$ cat src/rtl/rv32_instr_encoder_pkg.sv
// rv32_instr_encoder_pkg: RV32I opcodes, instruction format and encoder FSM state types.
package rv32_instr_encoder_pkg;
  localparam logic [6:0] OP_R      = 7'b0110011;
  localparam logic [6:0] OP_IMM    = 7'b0010011;
  localparam logic [6:0] OP_LOAD   = 7'b0000011;
  localparam logic [6:0] OP_JALR   = 7'b1100111;
  localparam logic [6:0] OP_STORE  = 7'b0100011;
  localparam logic [6:0] OP_BRANCH = 7'b1100011;
  localparam logic [6:0] OP_LUI    = 7'b0110111;
  localparam logic [6:0] OP_AUIPC  = 7'b0010111;
  localparam logic [6:0] OP_JAL    = 7'b1101111;
  typedef enum logic [2:0] {FMT_R, FMT_I, FMT_S, FMT_B, FMT_U, FMT_J, FMT_BAD} fmt_e;
  typedef enum logic [1:0] {ST_IDLE, ST_WRITE, ST_DONE, ST_REJECT} state_e;
  function automatic fmt_e fmt_of(input logic [6:0] op);
    return op == OP_R ? FMT_R :
           (op == OP_IMM || op == OP_LOAD || op == OP_JALR) ? FMT_I :
           op == OP_STORE ? FMT_S :
           op == OP_BRANCH ? FMT_B :
           (op == OP_LUI || op == OP_AUIPC) ? FMT_U :
           op == OP_JAL ? FMT_J : FMT_BAD;
  endfunction
endpackage

$ cat src/rtl/rv32_instr_pack.sv
// rv32_instr_pack: packs RV32I fields into a machine word; ENC_RANGE_CHECK_EN enables immediate range checks.
module rv32_instr_pack
  import rv32_instr_encoder_pkg::*;
(
  input  logic [6:0]  opcode_i,
  input  logic [2:0]  funct3_i,
  input  logic        alt_i,
  input  logic [4:0]  rd_i,
  input  logic [4:0]  rs1_i,
  input  logic [4:0]  rs2_i,
  input  logic [31:0] imm_i,
  output logic [31:0] word_o,
  output fmt_e        fmt_o,
  output logic        range_ok_o
);
  logic        shamt;
  logic        alt_bit;
  logic [11:0] i_imm;
  always_comb begin
    fmt_o   = fmt_of(opcode_i);
    shamt   = opcode_i == OP_IMM && funct3_i[1:0] == 2'b01;
    alt_bit = (fmt_o == FMT_R || (opcode_i == OP_IMM && funct3_i == 3'b101)) ? alt_i : 1'b0;
    i_imm   = shamt ? {1'b0, alt_bit, 5'b0, imm_i[4:0]} : imm_i[11:0];
    word_o  = fmt_o == FMT_R ? {1'b0, alt_bit, 5'b0, rs2_i, rs1_i, funct3_i, rd_i, opcode_i} :
              fmt_o == FMT_I ? {i_imm, rs1_i, funct3_i, rd_i, opcode_i} :
              fmt_o == FMT_S ? {imm_i[11:5], rs2_i, rs1_i, funct3_i, imm_i[4:0], opcode_i} :
              fmt_o == FMT_B ? {imm_i[12], imm_i[10:5], rs2_i, rs1_i, funct3_i, imm_i[4:1], imm_i[11], opcode_i} :
              fmt_o == FMT_U ? {imm_i[31:12], rd_i, opcode_i} :
              fmt_o == FMT_J ? {imm_i[20], imm_i[10:1], imm_i[11], imm_i[19:12], rd_i, opcode_i} :
              32'h0;
  end
`ifdef ENC_RANGE_CHECK_EN
  logic signed [31:0] simm;
  assign simm = imm_i;
  always_comb
    range_ok_o = fmt_o == FMT_I ? (shamt ? imm_i[31:5] == 27'd0 : (simm >= -32'sd2048 && simm <= 32'sd2047)) :
                 fmt_o == FMT_S ? (simm >= -32'sd2048 && simm <= 32'sd2047) :
                 fmt_o == FMT_B ? (simm >= -32'sd4096 && simm <= 32'sd4094 && !imm_i[0]) :
                 fmt_o == FMT_J ? (simm >= -32'sd1048576 && simm <= 32'sd1048574 && !imm_i[0]) :
                 fmt_o == FMT_U ? imm_i[11:0] == 12'd0 :
                 1'b1;
`else
  assign range_ok_o = 1'b1;
`endif
endmodule

$ cat src/rtl/rv32_instr_encoder.sv
// rv32_instr_encoder: encodes RV32I field bundles and writes them sequentially to instruction memory.
// Immediate range rejection is enabled by defining ENC_RANGE_CHECK_EN.
module rv32_instr_encoder
  import rv32_instr_encoder_pkg::*;
#(
  parameter int          ADDR_W    = 10,
  parameter int unsigned BASE_ADDR = 0
) (
  input  logic              clk,
  input  logic              rst_n,
  input  logic              in_valid,
  output logic              in_ready,
  input  logic [6:0]        in_opcode,
  input  logic [2:0]        in_funct3,
  input  logic              in_alt,
  input  logic [4:0]        in_rd,
  input  logic [4:0]        in_rs1,
  input  logic [4:0]        in_rs2,
  input  logic [31:0]       in_imm,
  input  logic              in_last,
  output logic              imem_we,
  input  logic              imem_ready,
  output logic [ADDR_W-1:0] imem_addr,
  output logic [31:0]       imem_wdata,
  output logic              done,
  output logic              err,
  output logic [7:0]        err_cnt
);
  localparam logic [ADDR_W-1:0] BASE = ADDR_W'(BASE_ADDR);
  state_e            state_q;
  logic [ADDR_W-1:0] addr_q;
  logic [31:0]       wdata_q;
  logic              we_q, done_q, err_q, last_q;
  logic [7:0]        err_cnt_q;
  logic [31:0]       word;
  fmt_e              fmt;
  logic              range_ok;
  rv32_instr_pack u_pack (
    .opcode_i  (in_opcode),
    .funct3_i  (in_funct3),
    .alt_i     (in_alt),
    .rd_i      (in_rd),
    .rs1_i     (in_rs1),
    .rs2_i     (in_rs2),
    .imm_i     (in_imm),
    .word_o    (word),
    .fmt_o     (fmt),
    .range_ok_o(range_ok)
  );
  always_ff @(posedge clk or negedge rst_n)
    if (!rst_n) begin
      state_q   <= ST_IDLE;
      addr_q    <= BASE;
      wdata_q   <= 32'h0;
      we_q      <= 1'b0;
      done_q    <= 1'b0;
      err_q     <= 1'b0;
      last_q    <= 1'b0;
      err_cnt_q <= 8'd0;
    end else begin
      case (state_q)
        ST_IDLE:
          if (in_valid) begin
            if (fmt != FMT_BAD && range_ok) begin
              wdata_q <= word;
              last_q  <= in_last;
              we_q    <= 1'b1;
              state_q <= ST_WRITE;
            end else begin
              err_q     <= 1'b1;
              err_cnt_q <= err_cnt_q == 8'hff ? err_cnt_q : err_cnt_q + 8'd1;
              state_q   <= ST_REJECT;
            end
          end
        ST_WRITE:
          if (imem_ready) begin
            we_q    <= 1'b0;
            addr_q  <= addr_q + 1'b1;
            done_q  <= last_q;
            state_q <= last_q ? ST_DONE : ST_IDLE;
          end
        ST_DONE: begin
          done_q  <= 1'b0;
          addr_q  <= BASE;
          state_q <= ST_IDLE;
        end
        default: begin
          err_q   <= 1'b0;
          state_q <= ST_IDLE;
        end
      endcase
    end
  assign in_ready   = rst_n && state_q == ST_IDLE;
  assign imem_we    = we_q;
  assign imem_addr  = addr_q;
  assign imem_wdata = wdata_q;
  assign done       = done_q;
  assign err        = err_q;
  assign err_cnt    = err_cnt_q;
endmodule

$ cat config.mk
export PLATFORM = sky130hd
export DESIGN_NAME = rv32_instr_encoder
export DESIGN_NICKNAME = d
export VERILOG_FILES = /design/src/rtl/rv32_instr_encoder_pkg.sv /design/src/rtl/rv32_instr_pack.sv /design/src/rtl/rv32_instr_encoder.sv
export SDC_FILE = /design/constraint.sdc
export NUM_CORES = 1
export LEC_CHECK = 0
export ABC_AREA = 1
export CORE_UTILIZATION = 50
export DETAILED_ROUTE_END_ITERATION = 8
export GPL_TIMING_DRIVEN = 0
export HOLD_SLACK_MARGIN = 0.03
export PLACE_DENSITY = 0.86
export SYNTH_ARGS = -nofsm -noshare
export SYNTH_HDL_FRONTEND = slang
export SYNTH_HIERARCHICAL = 1
export SYNTH_SLANG_ARGS = --single-unit
$ cat constraint.sdc
create_clock -name clk -period 3.9 [get_ports clk]
set_input_delay 0.975 -clock clk [delete_from_list [all_inputs] [get_ports clk]]
set_output_delay 0.975 -clock clk [all_outputs]
set_load 0.005 [all_outputs]
==> results.yml, run 1 <==
outcome:
  status: "complete, no violations"
cells_and_area:
  diodes: 0
  multiInputGateArea_um2: 1910
  final_common_cell: "nand2_1"
  nNetsFinal: 714
  drive_gt1_frac: 0.0881
  layout_common_cells: "nand2_1 (207), clkdlybuf4s50_1 (115), dfrtp_1 (56)"
  num-fill-cells: 591
  final_core_util: 0.726
  syn_to_final_growth_pct: 38.7
  regArea_um2: 1400
critical_path:
  critPathMaxFanout: 37
  r2r_setup_slack_ns: 2.32
  worstSetupPathType: "input port to output port"
  cp.arrival_ns: 2.34
  critPathLaunchType: "input port"
  r2r_cells: 6
  crit_path_end_kind: "output port"
  reg2reg_to: "imem_wdata[25]$_DFFE_PN0P_"
  crit_required_ns: 2.92
  endpoint: "in_ready"
  r2r_start: "state_q[0]$_DFFE_PN0P_"
  crit_start: "rst_n"
sta:
  period_needed_ns: 3.31
  rsz0062_at_grt: "false"
  setup_violations: 0
  relSlewSlack: 0.654
  tightestPinTransition_ns: 0.519
  period_share: 0.850
  final-hold-violation-count: 0
  hold_slack_ns: 0.491
  clock_skew_ns: 0.0113
  maxSlewViolCount: 0
  max_clock_freq_ghz: 0.302
placement:
  portBuffers: 116
  hpwl_um: 8190
  globalplace.congestion: 0.914
die:
  io-pin-count: 117
  rows: 30
  die_w_um: 86.8
  dieArea_um2: 7530
  initial_utilization: 0.523
  core-area_um2: 6870
  die_y_um: 86.8
drt:
  routed_wl_um: 10200
  drt_first_pass_iters: 5
  drt-initial-drc-count: 156
  wl_per_cell_um: 13.7
  vias: 3851
  final_antenna_net_count: 0
  drcViolationCount: 0
  routed_via_density: 5.18
clock_network:
  clk_latency_ns: 0.32
  cts_tree: "built"
  clock-sinks: 56
  holdBufCountCts: 0
  cts_buffer_depth: 2
  cts_buffers: 5
  cts_resized: 0
  cts_root_buffer: "clkbuf_8"
  postCtsSetupBuffers: 0
  clk_pin_slew_ns: 0.11
  cts_max_level: 2
yosys:
  synth_seq_cells: 56
  synth_nets: 590
  ys_seq_area_frac: 0.390
  synthTopCellsByArea: "dfrtp_1 (39%), nand2_1 (22%), nand3_1 (5.8%)"
  synth_top_area_share: 0.390
  yosysWarnings: 6
  syn_area_per_cell_um2: 6.89
  synth_area_leader_cell: "dfrtp_1"
  syn-cell-area_um2: 3590
  synth_cell_types: 34
  syn_inst: 522
pwr:
  finalPower_mw: 1.68
  leakage_nw: 2.62
  switching_power_mw: 0.597
  intPower_mw: 1.08
  peakVddDrop_mv: 0.144
  seqPwrFrac: 0.435
  powerDensity_nw_per_um2: 336
  pwr-share-comb: 0.360
  pwr-share-clk: 0.205
  swShare: 0.356
grt:
  grt_pass1_wl_um: 16400
  grt-ovfl-total: 0
  antenna_found_initial: 0
  track_usage: 0.279
  first_global_vias: 3612
  grt_max_degree: 38
run:
  maxCapViolCount: 0
worst_hold_path:
  hold_path_class: "register to register"
  holdPathStages: 2
## state kept, by name, summed over array words and instances (netlist names)
register and cells:
imem_wdata 32, imem_addr 10, err_cnt 8, state_q 2, done 1, err 1
imem_we 1, last_q 1
## cell families (layout without fill, tap and decap cells)
family                     Yosys count  in the layout  share of synthesized area
other                                1              1                    0.00104
AOI/OAI and AO/OA                   61             61                     0.0870
DFF                                 56             56                      0.390
buffers and inverters               67            192                     0.0794
adders and majority gates            5              5                     0.0174
xor gates and xnor gates             5              5                     0.0122
and+or+nand+nor                    327            327                      0.413
## critical path, stage by stage
cell and delay, ns:
buf_2 0.42, buf_12 0.29, nand2_1 0.09, inv_1 0.06, clkdlybuf4s50_1 0.49
## power by group through the flow
stage	clock network [mW]	logic, mW	registers (mW)
floorplan	0	0.303	0.733
global placement	0	0.582	0.733
detailed placement	0	0.605	0.740
CTS	0.348	0.608	0.728
global route	0.372	0.673	0.740
finish	0.343	0.605	0.729
## worst min-delay path by stage
| stage | startpoint | endpoint |
|---|---|---|
| global route | imem_wdata[6]$_DFFE_PN0P_ | imem_wdata[6]$_DFFE_PN0P_ |
| CTS | imem_wdata[0]$_DFFE_PN0P_ | imem_wdata[0]$_DFFE_PN0P_ |
| floorplan | last_q$_DFFE_PN0P_ | last_q$_DFFE_PN0P_ |
| finish | imem_wdata[0]$_DFFE_PN0P_ | imem_wdata[0]$_DFFE_PN0P_ |
| global placement | imem_wdata[0]$_DFFE_PN0P_ | imem_wdata[0]$_DFFE_PN0P_ |
| detailed placement | imem_wdata[0]$_DFFE_PN0P_ | imem_wdata[0]$_DFFE_PN0P_ |
## synthesized netlist by cell type (all sizes together)
cell type,n
nand2,216
dfrtp,56
inv,54
nor2,49
nand3,48
o21ai,40
a21oi,19
buf,12
nand4,6
ha,5
nor3,4
xor2,3
nand3b,2
or2,2
xnor2,2
a22oi,1
a32o,1
clkbuf,1
conb,1
## layout make-up
| cell class | count | area share |
|---|---|---|
| Clock inverter | 3 | 0.00552 |
| Clock buffer | 5 | 0.0138 |
| Sequential cell | 56 | 0.281 |
| Tap cell | 96 | 0.0241 |
| Buffer | 13 | 0.0166 |
| Inverter | 54 | 0.0406 |
| Timing Repair Buffer | 117 | 0.236 |
| Multi-Input combinational cell | 399 | 0.383 |
## through the flow
| stage | worst slack (ns) | TNS [ns] | cells | area, µm² |
|---|---|---|---|---|
| final | 0.585 | 0 | 743 | 4990 |
| after global routing | 0.444 | 0 | 743 | 4990 |
| after CTS | 0.545 | 0 | 743 | 4990 |
| after detailed placement | 0.519 | 0 | 735 | 4890 |
| after global placement | -1.11 | -1.11 | 734 | 4880 |
| after floorplan | 1.50 | 0 | 522 | 3590 |
## per-layer routing
| metal | track usage | share of wire | vias up |
|---|---|---|---|
| met3 | 0.0305 | 0.054 | 16 |
| met1 | 0.365 | 0.45 | 1781 |
| met5 | 0 | 0 | - |
| li1 | - | - | 1898 |
| met2 | 0.477 | 0.48 | 156 |
| met4 | 0.0985 | 0.017 | 0 |
Power figures use the tool's default switching activity.
==> run 2, diff against run 1 <==
--- a/config.mk
+++ b/config.mk
@@ -6,11 +6,11 @@
 export NUM_CORES = 1
 export LEC_CHECK = 0
 export ABC_AREA = 1
-export CORE_UTILIZATION = 50
+export CORE_UTILIZATION = 42
 export DETAILED_ROUTE_END_ITERATION = 8
 export GPL_TIMING_DRIVEN = 0
 export HOLD_SLACK_MARGIN = 0.03
-export PLACE_DENSITY = 0.86
+export PLACE_DENSITY = 0.77
 export SYNTH_ARGS = -nofsm -noshare
 export SYNTH_HDL_FRONTEND = slang
 export SYNTH_HIERARCHICAL = 1
==> constraint.sdc (replaced) <==
create_clock -name clk -period 2.78 [get_ports clk]
set_input_delay 0.695 -clock clk [delete_from_list [all_inputs] [get_ports clk]]
set_output_delay 0.695 -clock clk [all_outputs]
set_load 0.005 [all_outputs]
==> run 2 against run 1 <==
Against the previous run:
- routed wire length is 0.34% higher
- worst setup slack got worse by 0.42 ns
- critical path type is now input port to register
- global-route usage decreased by 3.4 points
- sequential cell count unchanged
- sequential power is 40% higher
- clock power rose by 57%
- sequential share of layout area fell by 0.73 points
- clock skew is 0.0069 ns lower
- highest routed layer unchanged
==> results.yml, run 2 (synthesis results as in run 1) <==
outcome:
  status: "complete, no violations"
clock_network:
  holdBufCountCts: 0
  clock-sinks: 56
  cts_tree: "built"
  cts_buffers: 5
  clk_latency_ns: 0.31
  cts_root_buffer: "clkbuf_8"
  cts_max_level: 2
  clk_pin_slew_ns: 0.10
  cts_buffer_depth: 2
cells_and_area:
  num-fill-cells: 814
  nNetsFinal: 721
  fin_area_um2: 5120
  final_core_util: 0.620
  largest_reg_flops: 32
  regArea_um2: 1400
  syn_to_final_growth_pct: 42.4
  drive_gt1_frac: 0.102
  fin_cells: 759
  diodes: 0
  multiInputGateArea_um2: 1960
  final_common_cell: "nand2_1"
  layout_common_cells: "nand2_1 (205), clkdlybuf4s50_1 (114), dfrtp_1 (56)"
sta:
  maxSlewViolCount: 0
  setup_violations: 0
  max_clock_freq_ghz: 0.382
  final-hold-violation-count: 0
  rsz0062_at_grt: "false"
  period_share: 0.942
  hold_slack_ns: 0.264
  clock_skew_ns: 0.00435
  period_needed_ns: 2.62
drt:
  wl_met3_um: 597
  drt_first_pass_iters: 4
  highest_layer: "met4"
  drcViolationCount: 0
  routed_via_density: 4.97
  met1Wirelength_um: 4390
  routed_wl_um: 10200
  wl_per_cell_um: 13.4
  final_antenna_net_count: 0
  vias: 3772
  wl_met2_um: 5100
  drt-initial-drc-count: 158
grt:
  grt_pass1_wl_um: 17100
  track_usage: 0.245
  grt_max_degree: 42
  grt-ovfl-total: 0
  antenna_found_initial: 0
  first_global_vias: 3728
pwr:
  peakVddDrop_mv: 0.290
  leakage_nw: 2.68
  powerDensity_nw_per_um2: 470
  finalPower_mw: 2.41
placement:
  hpwl_um: 8160
  portBuffers: 116
  dp.cells: 744
  dpl-instance-area_um2: 4900
  globalplace.congestion: 0.934
die:
  rows: 33
  core-area_um2: 8260
  io-pin-count: 117
  initial_utilization: 0.435
  dieArea_um2: 8930
  die_y_um: 94.5
  die_w_um: 94.5
critical_path:
  path_cells: "clkdlybuf4s50_1 > nand2_1 > nor2_4 > nand2_4 > nand2_8 > inv_2 > nand2_2 > inv_1 > nand3_4 > nand3_4 > buf_2 > o21ai_1 > nand2_1"
  worstSetupPathType: "input port to register"
  critPathLaunchType: "input port"
  critPathMaxFanout: 10
  cpMaxStageDelayCell: "clkdlybuf4s50_1"
  crit_path_end_kind: "register"
  cp.arrival_ns: 2.82
  max_stage_delay_ns: 0.51
  r2r_cells: 6
  crit_required_ns: 2.99
worst_hold_path:
  hold_path_class: "input port to asynchronous set/reset pin"
run:
  maxCapViolCount: 0
[run 2: cell count changes in the layout (fill, tap and decap cells not counted), moves of 2 or more]
cell     before  now
nand3_4       1    4
nor2_2        5    7
nand2_4       6    4
nand2_2       3    5
nand2_1     207  205
buf_4         1    9
nand2_8       0    2
nor2_1       39   37
nand3_2       5    2
buf_2         7    5
[run 2: final cells by class]
cell class / instances / area share
plain buffers: 13 / 0.0166
well taps: 105 / 0.0257
inverters: 54 / 0.0396
flip-flops and latches: 56 / 0.274
clock buffers: 6 / 0.0142
clock inverters: 2 / 0.00684
repair buffers: 124 / 0.241
multi-input cells: 399 / 0.382
[run 2: worst max-delay path, delay by kind of cell]
kind            cells  cell delay, ns
compound gates      1            0.15
simple gates        8            1.07
buf+inv             4            0.89
[run 2: worst paths after layout]
check                                                  end                        from  slack, ns
min in group clk                imem_wdata[13]$_DFFE_PN0P_  imem_wdata[13]$_DFFE_PN0P_       0.49
worst min-delay path              imem_addr[7]$_DFFE_PN0P_                       rst_n       0.26
max in group asynchronous       imem_wdata[19]$_DFFE_PN0P_                       rst_n       2.02
worst min register to register  imem_wdata[13]$_DFFE_PN0P_  imem_wdata[13]$_DFFE_PN0P_       0.49
worst max-delay path             imem_wdata[4]$_DFFE_PN0P_                in_opcode[5]       0.16
worst max register to register   imem_wdata[4]$_DFFE_PN0P_      state_q[0]$_DFFE_PN0P_       1.23
[run 2: routing by layer]
| layer | up-vias | track usage |
|---|---|---|
| li1 | 1909 | - |
| met1 | 1728 | 0.305 |
| met2 | 125 | 0.446 |
| met3 | 10 | 0.0330 |
| met4 | 0 | 0.0593 |
| met5 | - | 0 |
[run 2: metrics by stage]
step,TNS [ns],worst slack (ns)
detailed placement,-10.47,-0.281
floorplan,0,0.658
CTS,0,0.0317
global placement,-54.25,-1.80
global route,0,0.0104
finish,0,0.161
[run 2: report_power, final]
part	leakage [nW]	total (mW)	switching, mW	internal (mW)
combinational	1.86	0.849	0.440	0.409
clock	0.0552	0.539	0.271	0.268
sequential	0.767	1.02	0.0949	0.926
total	2.68	2.41	0.806	1.60
[run 2: timing repair]
| item | CTS | global route |
|---|---|---|
| endpoints found under the setup margin | 0 | 40 |
| resized for setup | 0 | 14 |
| buffers inserted | 0 | 7 |
